[src/rtl/output_packer_pkg.sv]
// Shared types for the output packer: element coordinates and the packed
// word that travels through the output FIFO.
package output_packer_pkg;

  localparam int unsigned PKG_DATA_W      = 16;
  localparam int unsigned PKG_FM_WIDTH    = 1024;
  localparam int unsigned PKG_FM_HEIGHT   = 1024;
  localparam int unsigned PKG_NB_CHANNELS = 64;
  localparam int unsigned PKG_PACK_FACTOR = 2;

  localparam int unsigned PKG_X_W  = $clog2(PKG_FM_WIDTH);
  localparam int unsigned PKG_Y_W  = $clog2(PKG_FM_HEIGHT);
  localparam int unsigned PKG_CH_W = $clog2(PKG_NB_CHANNELS);

  typedef struct packed {
    logic [PKG_X_W-1:0]  x;
    logic [PKG_Y_W-1:0]  y;
    logic [PKG_CH_W-1:0] ch;
  } coord_t;

  typedef struct packed {
    logic [PKG_PACK_FACTOR*PKG_DATA_W-1:0] data;
    logic [PKG_PACK_FACTOR-1:0]            mask;
    coord_t                                coord;
  } pack_word_t;

  // Negative elements clamp to zero; width is preserved.
  function automatic logic [PKG_DATA_W-1:0] relu_clamp(input logic [PKG_DATA_W-1:0] v);
    return v[PKG_DATA_W-1] ? '0 : v;
  endfunction

endpackage

[src/rtl/output_fifo.sv]
// Synchronous FIFO of packed words. The head is presented combinationally
// from the storage array and forced to zero while empty, so the visible
// outputs are clean after reset or clear without resetting the array.
module output_fifo
  import output_packer_pkg::*;
#(
  parameter int unsigned DEPTH = 8
) (
  input  logic       clk,
  input  logic       arst_n_in,
  input  logic       clear,
  input  logic       push,
  input  pack_word_t push_word,
  input  logic       pop,
  output pack_word_t head_word,
  output logic       full,
  output logic       empty
);

  localparam int unsigned AW = $clog2(DEPTH);

  pack_word_t      mem [DEPTH];
  logic [AW:0]     wr_ptr;
  logic [AW:0]     rd_ptr;
  logic            do_push;
  logic            do_pop;

  assign empty   = (wr_ptr == rd_ptr);
  assign full    = (wr_ptr[AW] != rd_ptr[AW]) && (wr_ptr[AW-1:0] == rd_ptr[AW-1:0]);
  assign do_pop  = pop && !empty;
  // A pop in the same cycle frees the slot a push into a full FIFO needs.
  assign do_push = push && (!full || do_pop);

  assign head_word = empty ? '0 : mem[rd_ptr[AW-1:0]];

  // Read and write pointers; an extra wrap bit distinguishes full from empty.
  always_ff @(posedge clk or negedge arst_n_in) begin
    if (!arst_n_in) begin
      wr_ptr <= '0;
      rd_ptr <= '0;
    end else if (clear) begin
      wr_ptr <= '0;
      rd_ptr <= '0;
    end else begin
      if (do_push) wr_ptr <= wr_ptr + 1'b1;
      if (do_pop)  rd_ptr <= rd_ptr + 1'b1;
    end
  end

  // Storage array, written on accepted pushes only.
  always_ff @(posedge clk) begin
    if (do_push && !clear) mem[wr_ptr[AW-1:0]] <= push_word;
  end

endmodule

[src/rtl/output_packer.sv]
// Packs the one-element-per-cycle result stream into PACK_FACTOR-wide words
// and buffers them for the host. The producer cannot be stalled, so a word
// arriving at a full FIFO is dropped and recorded in the sticky overflow flag.
module output_packer
  import output_packer_pkg::*;
#(
  parameter int unsigned IO_DATA_WIDTH      = PKG_DATA_W,
  parameter int unsigned FEATURE_MAP_WIDTH  = PKG_FM_WIDTH,
  parameter int unsigned FEATURE_MAP_HEIGHT = PKG_FM_HEIGHT,
  parameter int unsigned OUTPUT_NB_CHANNELS = PKG_NB_CHANNELS,
  parameter int unsigned PACK_FACTOR        = PKG_PACK_FACTOR,
  parameter int unsigned FIFO_DEPTH         = 8,
  parameter bit          RELU_EN            = 1'b0
) (
  input  logic                                   clk,
  input  logic                                   arst_n_in,
  input  logic                                   start,
  input  logic                                   flush,
  input  logic [IO_DATA_WIDTH-1:0]               in_data,
  input  logic                                   in_valid,
  input  logic [$clog2(FEATURE_MAP_WIDTH)-1:0]   in_x,
  input  logic [$clog2(FEATURE_MAP_HEIGHT)-1:0]  in_y,
  input  logic [$clog2(OUTPUT_NB_CHANNELS)-1:0]  in_ch,
  output logic [PACK_FACTOR*IO_DATA_WIDTH-1:0]   pack_data,
  output logic [PACK_FACTOR-1:0]                 pack_mask,
  output logic [$clog2(FEATURE_MAP_WIDTH)-1:0]   pack_x,
  output logic [$clog2(FEATURE_MAP_HEIGHT)-1:0]  pack_y,
  output logic [$clog2(OUTPUT_NB_CHANNELS)-1:0]  pack_ch,
  output logic                                   pack_valid,
  input  logic                                   pack_ready,
  output logic                                   overflow,
  output logic [31:0]                            word_count
);

  // The packed-word struct is sized by the package constants; the top-level
  // parameters must keep their default values for the two to agree.
  localparam int unsigned LANE_W = $clog2(PACK_FACTOR);

  logic [LANE_W-1:0]        lane;
  logic [IO_DATA_WIDTH-1:0] lanes [PACK_FACTOR];
  coord_t                   coord_q;
  coord_t                   in_coord;
  logic [IO_DATA_WIDTH-1:0] elem;
  logic                     complete;
  logic                     flush_push;
  logic                     push_req;
  logic                     pop;
  logic                     push_ok;
  logic                     drop;
  logic                     fifo_full;
  logic                     fifo_empty;
  pack_word_t               push_word;
  pack_word_t               head_word;

  assign in_coord = '{x: in_x, y: in_y, ch: in_ch};
  assign elem     = RELU_EN ? relu_clamp(in_data) : in_data;

  // start wins over everything, so it masks both push sources.
  assign complete   = !start && in_valid && (lane == LANE_W'(PACK_FACTOR - 1));
  assign flush_push = !start && flush && !complete && ((lane != '0) || in_valid);
  assign push_req   = complete || flush_push;

  assign pop     = !fifo_empty && pack_ready;
  assign push_ok = push_req && (!fifo_full || pop);
  assign drop    = push_req && fifo_full && !pop;

  // Word being pushed: held lanes plus this cycle's element; unfilled lanes zero.
  always_comb begin
    push_word       = '0;
    push_word.coord = (lane == '0) ? in_coord : coord_q;
    for (int i = 0; i < int'(PACK_FACTOR); i++) begin
      if (in_valid && (LANE_W'(i) == lane)) begin
        push_word.data[i*IO_DATA_WIDTH +: IO_DATA_WIDTH] = elem;
        push_word.mask[i] = 1'b1;
      end else if (LANE_W'(i) < lane) begin
        push_word.data[i*IO_DATA_WIDTH +: IO_DATA_WIDTH] = lanes[i];
        push_word.mask[i] = 1'b1;
      end
    end
  end

  // Assembly register: lane counter, lane data and lane-0 coordinates.
  always_ff @(posedge clk or negedge arst_n_in) begin
    if (!arst_n_in) begin
      lane    <= '0;
      coord_q <= '0;
      for (int i = 0; i < int'(PACK_FACTOR); i++) lanes[i] <= '0;
    end else if (start) begin
      lane <= '0;
    end else begin
      if (in_valid) begin
        lanes[lane] <= elem;
        if (lane == '0) coord_q <= in_coord;
      end
      if (push_req)      lane <= '0;
      else if (in_valid) lane <= lane + 1'b1;
    end
  end

  // Sticky overflow flag and count of words accepted into the FIFO.
  always_ff @(posedge clk or negedge arst_n_in) begin
    if (!arst_n_in) begin
      overflow   <= 1'b0;
      word_count <= '0;
    end else if (start) begin
      overflow   <= 1'b0;
      word_count <= '0;
    end else begin
      if (drop)    overflow   <= 1'b1;
      if (push_ok) word_count <= word_count + 32'd1;
    end
  end

  output_fifo #(
    .DEPTH (FIFO_DEPTH)
  ) u_fifo (
    .clk       (clk),
    .arst_n_in (arst_n_in),
    .clear     (start),
    .push      (push_req),
    .push_word (push_word),
    .pop       (pop),
    .head_word (head_word),
    .full      (fifo_full),
    .empty     (fifo_empty)
  );

  assign pack_valid = !fifo_empty;
  assign pack_data  = head_word.data;
  assign pack_mask  = head_word.mask;
  assign pack_x     = head_word.coord.x;
  assign pack_y     = head_word.coord.y;
  assign pack_ch    = head_word.coord.ch;

endmodule

[config.mk]
export PLATFORM = sky130hd
export DESIGN_NAME = output_packer
export DESIGN_NICKNAME = d
export VERILOG_FILES = /design/src/rtl/output_packer_pkg.sv /design/src/rtl/output_fifo.sv /design/src/rtl/output_packer.sv
export SDC_FILE = /design/constraint.sdc
export NUM_CORES = 1
export LEC_CHECK = 0
export CAP_MARGIN = 0
export CORE_MARGIN = 2
export CORE_UTILIZATION = 45
export DETAILED_ROUTE_END_ITERATION = 12
export SLEW_MARGIN = 25
export SYNTH_ARGS = -nofsm -noshare
export SYNTH_HDL_FRONTEND = slang
export SYNTH_HIERARCHICAL = 1
export SYNTH_SLANG_ARGS = --single-unit
[constraint.sdc]
create_clock -name clk -period 8.5 [get_ports clk]
set_input_delay 2.125 -clock clk [delete_from_list [all_inputs] [get_ports clk]]
set_output_delay 2.125 -clock clk [all_outputs]
set_load 0.03 [all_outputs]
==> impl_metrics.env <==
export IMPL_crit_buf_inv=2
export IMPL_cp_start_kind="flip-flop"
export IMPL_overflow=0
export IMPL_insertion_delay_ns=0.61
export IMPL_multi_input_area_um2=6190
export IMPL_final_setup_viol_count=0
export IMPL_path_class="flip-flop to output pin"
export IMPL_synth_cell_type_count=56
export IMPL_cts_resized_gates=0
export IMPL_vias_per_cell=5.59
export IMPL_drt_pre_antenna_iters=5
export IMPL_path_clk_slew_ns=0.06
export IMPL_cts_made_buffers=57
export IMPL_cts_buffer_depth=3
export IMPL_yosysWarnings=6
export IMPL_finalSetupTns_ns=0
export IMPL_max_slew_margin_pct=33.3
export IMPL_cp_top_family="buffers and inverters"
export IMPL_finalCritPeriodShare_pct=69.8
export IMPL_io_buffer_count=141
export IMPL_dieArea_um2=53200
export IMPL_grt_pass1_wl_um=74500
export IMPL_vias=11762
export IMPL_synth_area_leaders="edfxtp_1 62%, mux4_2 12%, dfrtp_1 9.1%"
export IMPL_regArea_um2=16500
export IMPL_cpPeakStageDelay_ns=1.00
export IMPL_ys_ff_latch=564
export IMPL_start_util_pct=45.3
export IMPL_max_freq_mhz=169
export IMPL_coreArea_um2=51100
export IMPL_synth_top_cell_area_share_pct=62.3
export IMPL_rsz0062_at_grt="false"
export IMPL_peakVddDrop_v=0.000140
export IMPL_drtIter0Drc=772
export IMPL_drive_gt1_share_pct=23.2
export IMPL_cts_htree_levels=2
export IMPL_cts_sinks=564
export IMPL_die_w_um=231
export IMPL_grt_pass1_vias=12261
export IMPL_wl_per_cell_um=23.0
export IMPL_slowest_stage="dfrtp_4"
export IMPL_drc=0
export IMPL_layout_nets=1427
export IMPL_min_period_ns=5.93
export IMPL_wl_um=48500
export IMPL_rows=83
export IMPL_drv_cap=0
export IMPL_fin_area_um2=27200
export IMPL_avgSynthCellArea_um2=18.9
export IMPL_crit_fanout=58
export IMPL_synth_cells=1226
export IMPL_root_buffer="clkbuf_16"
export IMPL_holdWs_ns=0.500
export IMPL_syn_nets=1277
export IMPL_place_congestion=0.773
export IMPL_ioPinCount=142
export IMPL_synth_most_common_cell="edfxtp_1"
export IMPL_synth_top_area_cell="edfxtp_1"
export IMPL_synth_edf_count=480
export IMPL_fillerInstances=4071
export IMPL_slew_viol_final=0
export IMPL_final_antenna_net_count=0
export IMPL_antenna_found_initial=3
export IMPL_finalHoldViolCount=0
export IMPL_end_kind="output pin"
export IMPL_grt_max_degree=66
export IMPL_p_per_area_nw_per_um2=224
export IMPL_post_cts_repair_setup_buffers=0
export IMPL_placed_area_um2=25200
export IMPL_final_util_pct=53.2
export IMPL_ys_seq_area_share_pct=71.4
export IMPL_async_reset_ff_share_pct=14.9
export IMPL_p_leak_nw=8.72
export IMPL_cts_tree="built"
export IMPL_grt_total_usage_pct=18.6
export IMPL_postCtsHoldBufs=0
export IMPL_insertedDiodeCount=0
export IMPL_dieHeight_um=231
export IMPL_syn_area_um2=23100
export IMPL_cp_required_ns=6.38
export IMPL_fin_worst_skew_ns=0.0212
export IMPL_hold_class="flip-flop to flip-flop"
export IMPL_outcome="completed"
export IMPL_areaGrowthSynthToFinish_pct=17.6
export IMPL_worstMarginPinSlew_ns=1.00
export IMPL_power_mw=6.09
export IMPL_dpl_hpwl_um=27700
export IMPL_path_cells="buf_12 > mux4_2 > mux2i_1 > nor2_1 > clkdlybuf4s50_1"
export IMPL_synthFlopType="edfxtp_1"
export IMPL_synth_cells_most_frequent="480 x edfxtp_1, 120 x mux4_2, 95 x nor2_1"
export IMPL_worstPathArrival_ns=3.81
worst register-to-register path, delay by kind of cell (launching register included):
kind            cells  cell delay [ns]
xor+xnor            1             0.34
compound gates      1             0.36
buf+inv             3             1.22
simple gates        3             1.08
flops               1             1.00
final cells by class:
class,count,share of cell area [%]
inverter,12,0.166
timing repair buffer,166,5.90
tap,680,3.13
clock buffer,83,6.02
multi-input combinational,575,22.8
clock inverter,25,1.22
sequential,564,60.8
routing by layer:
metal  vias up  wire length [um]  GRT usage [%]  share of wire [%]
li1       5219                 -              -                  -
met1      6167             21800           26.6                 45
met2       318             22900           29.5                 47
met3        54              2970           3.64                6.1
met4         4               787           4.50                1.6
met5         -                24              0              0.049
kinds of logic (layout without fill, tap and decap cells):
family | Yosys count | count (layout) | share of synthesized area (%)
adders and majority gates | 4 | 4 | 0.222
buffers and inverters | 87 | 286 | 2.06
xor gates and xnor gates | 14 | 14 | 0.709
DFF | 564 | 564 | 71.4
AOI/OAI and AO/OA | 66 | 66 | 2.20
muxes | 264 | 264 | 18.4
and+or+nand+nor | 227 | 227 | 5.03
path summary, 6_finish.rpt:
path | slack (ns) | cells after the start | endpoint | from
worst max-delay path | 2.57 | 5 | pack_data[24] | u_fifo/rd_ptr[0]$_DFFE_PN0P_
worst min-delay path | 0.50 | 1 | coord_q[14]$_DFFE_PN0N_ | coord_q[14]$_DFFE_PN0N_
worst max register to register | 4.11 | 8 | u_fifo/mem[4][54]$_DFFE_PP_ | u_fifo/rd_ptr[0]$_DFFE_PN0P_
worst min register to register | 0.50 | 1 | coord_q[14]$_DFFE_PN0N_ | coord_q[14]$_DFFE_PN0N_
max in group asynchronous | 5.81 | 2 | coord_q[21]$_DFFE_PN0N_ | arst_n_in
min in group asynchronous | 1.54 | 1 | lanes[30]$_DFFE_PN0P_ | arst_n_in
cells in the final DEF, fill, tap and decap left out, drive strengths merged, types with 2 or more instances in the layout:
master,Yosys,final
nand4,10,10
inv,11,13
nand2b,3,3
o2111ai,2,2
and3,23,23
a21oi,16,16
o21ai,5,5
nand3,11,11
dfrtp,84,84
xnor2,6,6
clkinv,1,15
clkbuf,24,83
or4,9,9
and4,4,4
and2,5,5
o311ai,3,3
buf,51,27
mux4,120,120
nand2,19,19
nor3,5,5
mux2,82,82
ha,3,3
nor2,97,97
mux2i,62,62
o211ai,8,8
edfxtp,480,480
nor2b,15,15
clkdlybuf4s50,0,139
bufinv,0,8
o31ai,9,9
nor4,16,16
or3,6,6
a22o,16,16
xor2,8,8
power by group:
| group | internal (mW) | switching (mW) | total, mW |
|---|---|---|---|
| clock network | 1.58 | 1.02 | 2.59 |
| registers | 3.07 | 0.0260 | 3.09 |
| logic | 0.164 | 0.236 | 0.400 |
through the flow:
stage | setup slack, ns | instances
2_1_floorplan | 0.701 | 1226
3_3_place_gp | 2.54 | 1997
3_5_place_dp | 2.45 | 1997
4_1_cts | 2.44 | 2105
5_1_grt | 2.28 | 2105
6_report | 2.57 | 2105
flip-flops by register name, indices dropped and copies added, names as in the netlist:
| register | cells |
|---|---|
| coord_q | 26 |
| u_fifo/mem | 480 |
| lane | 1 |
| u_fifo/rd_ptr | 4 |
| word_count | 32 |
| u_fifo/wr_ptr | 4 |
| overflow | 1 |
| lanes | 16 |
No activity file was read; power rests on OpenSTA's default activity.
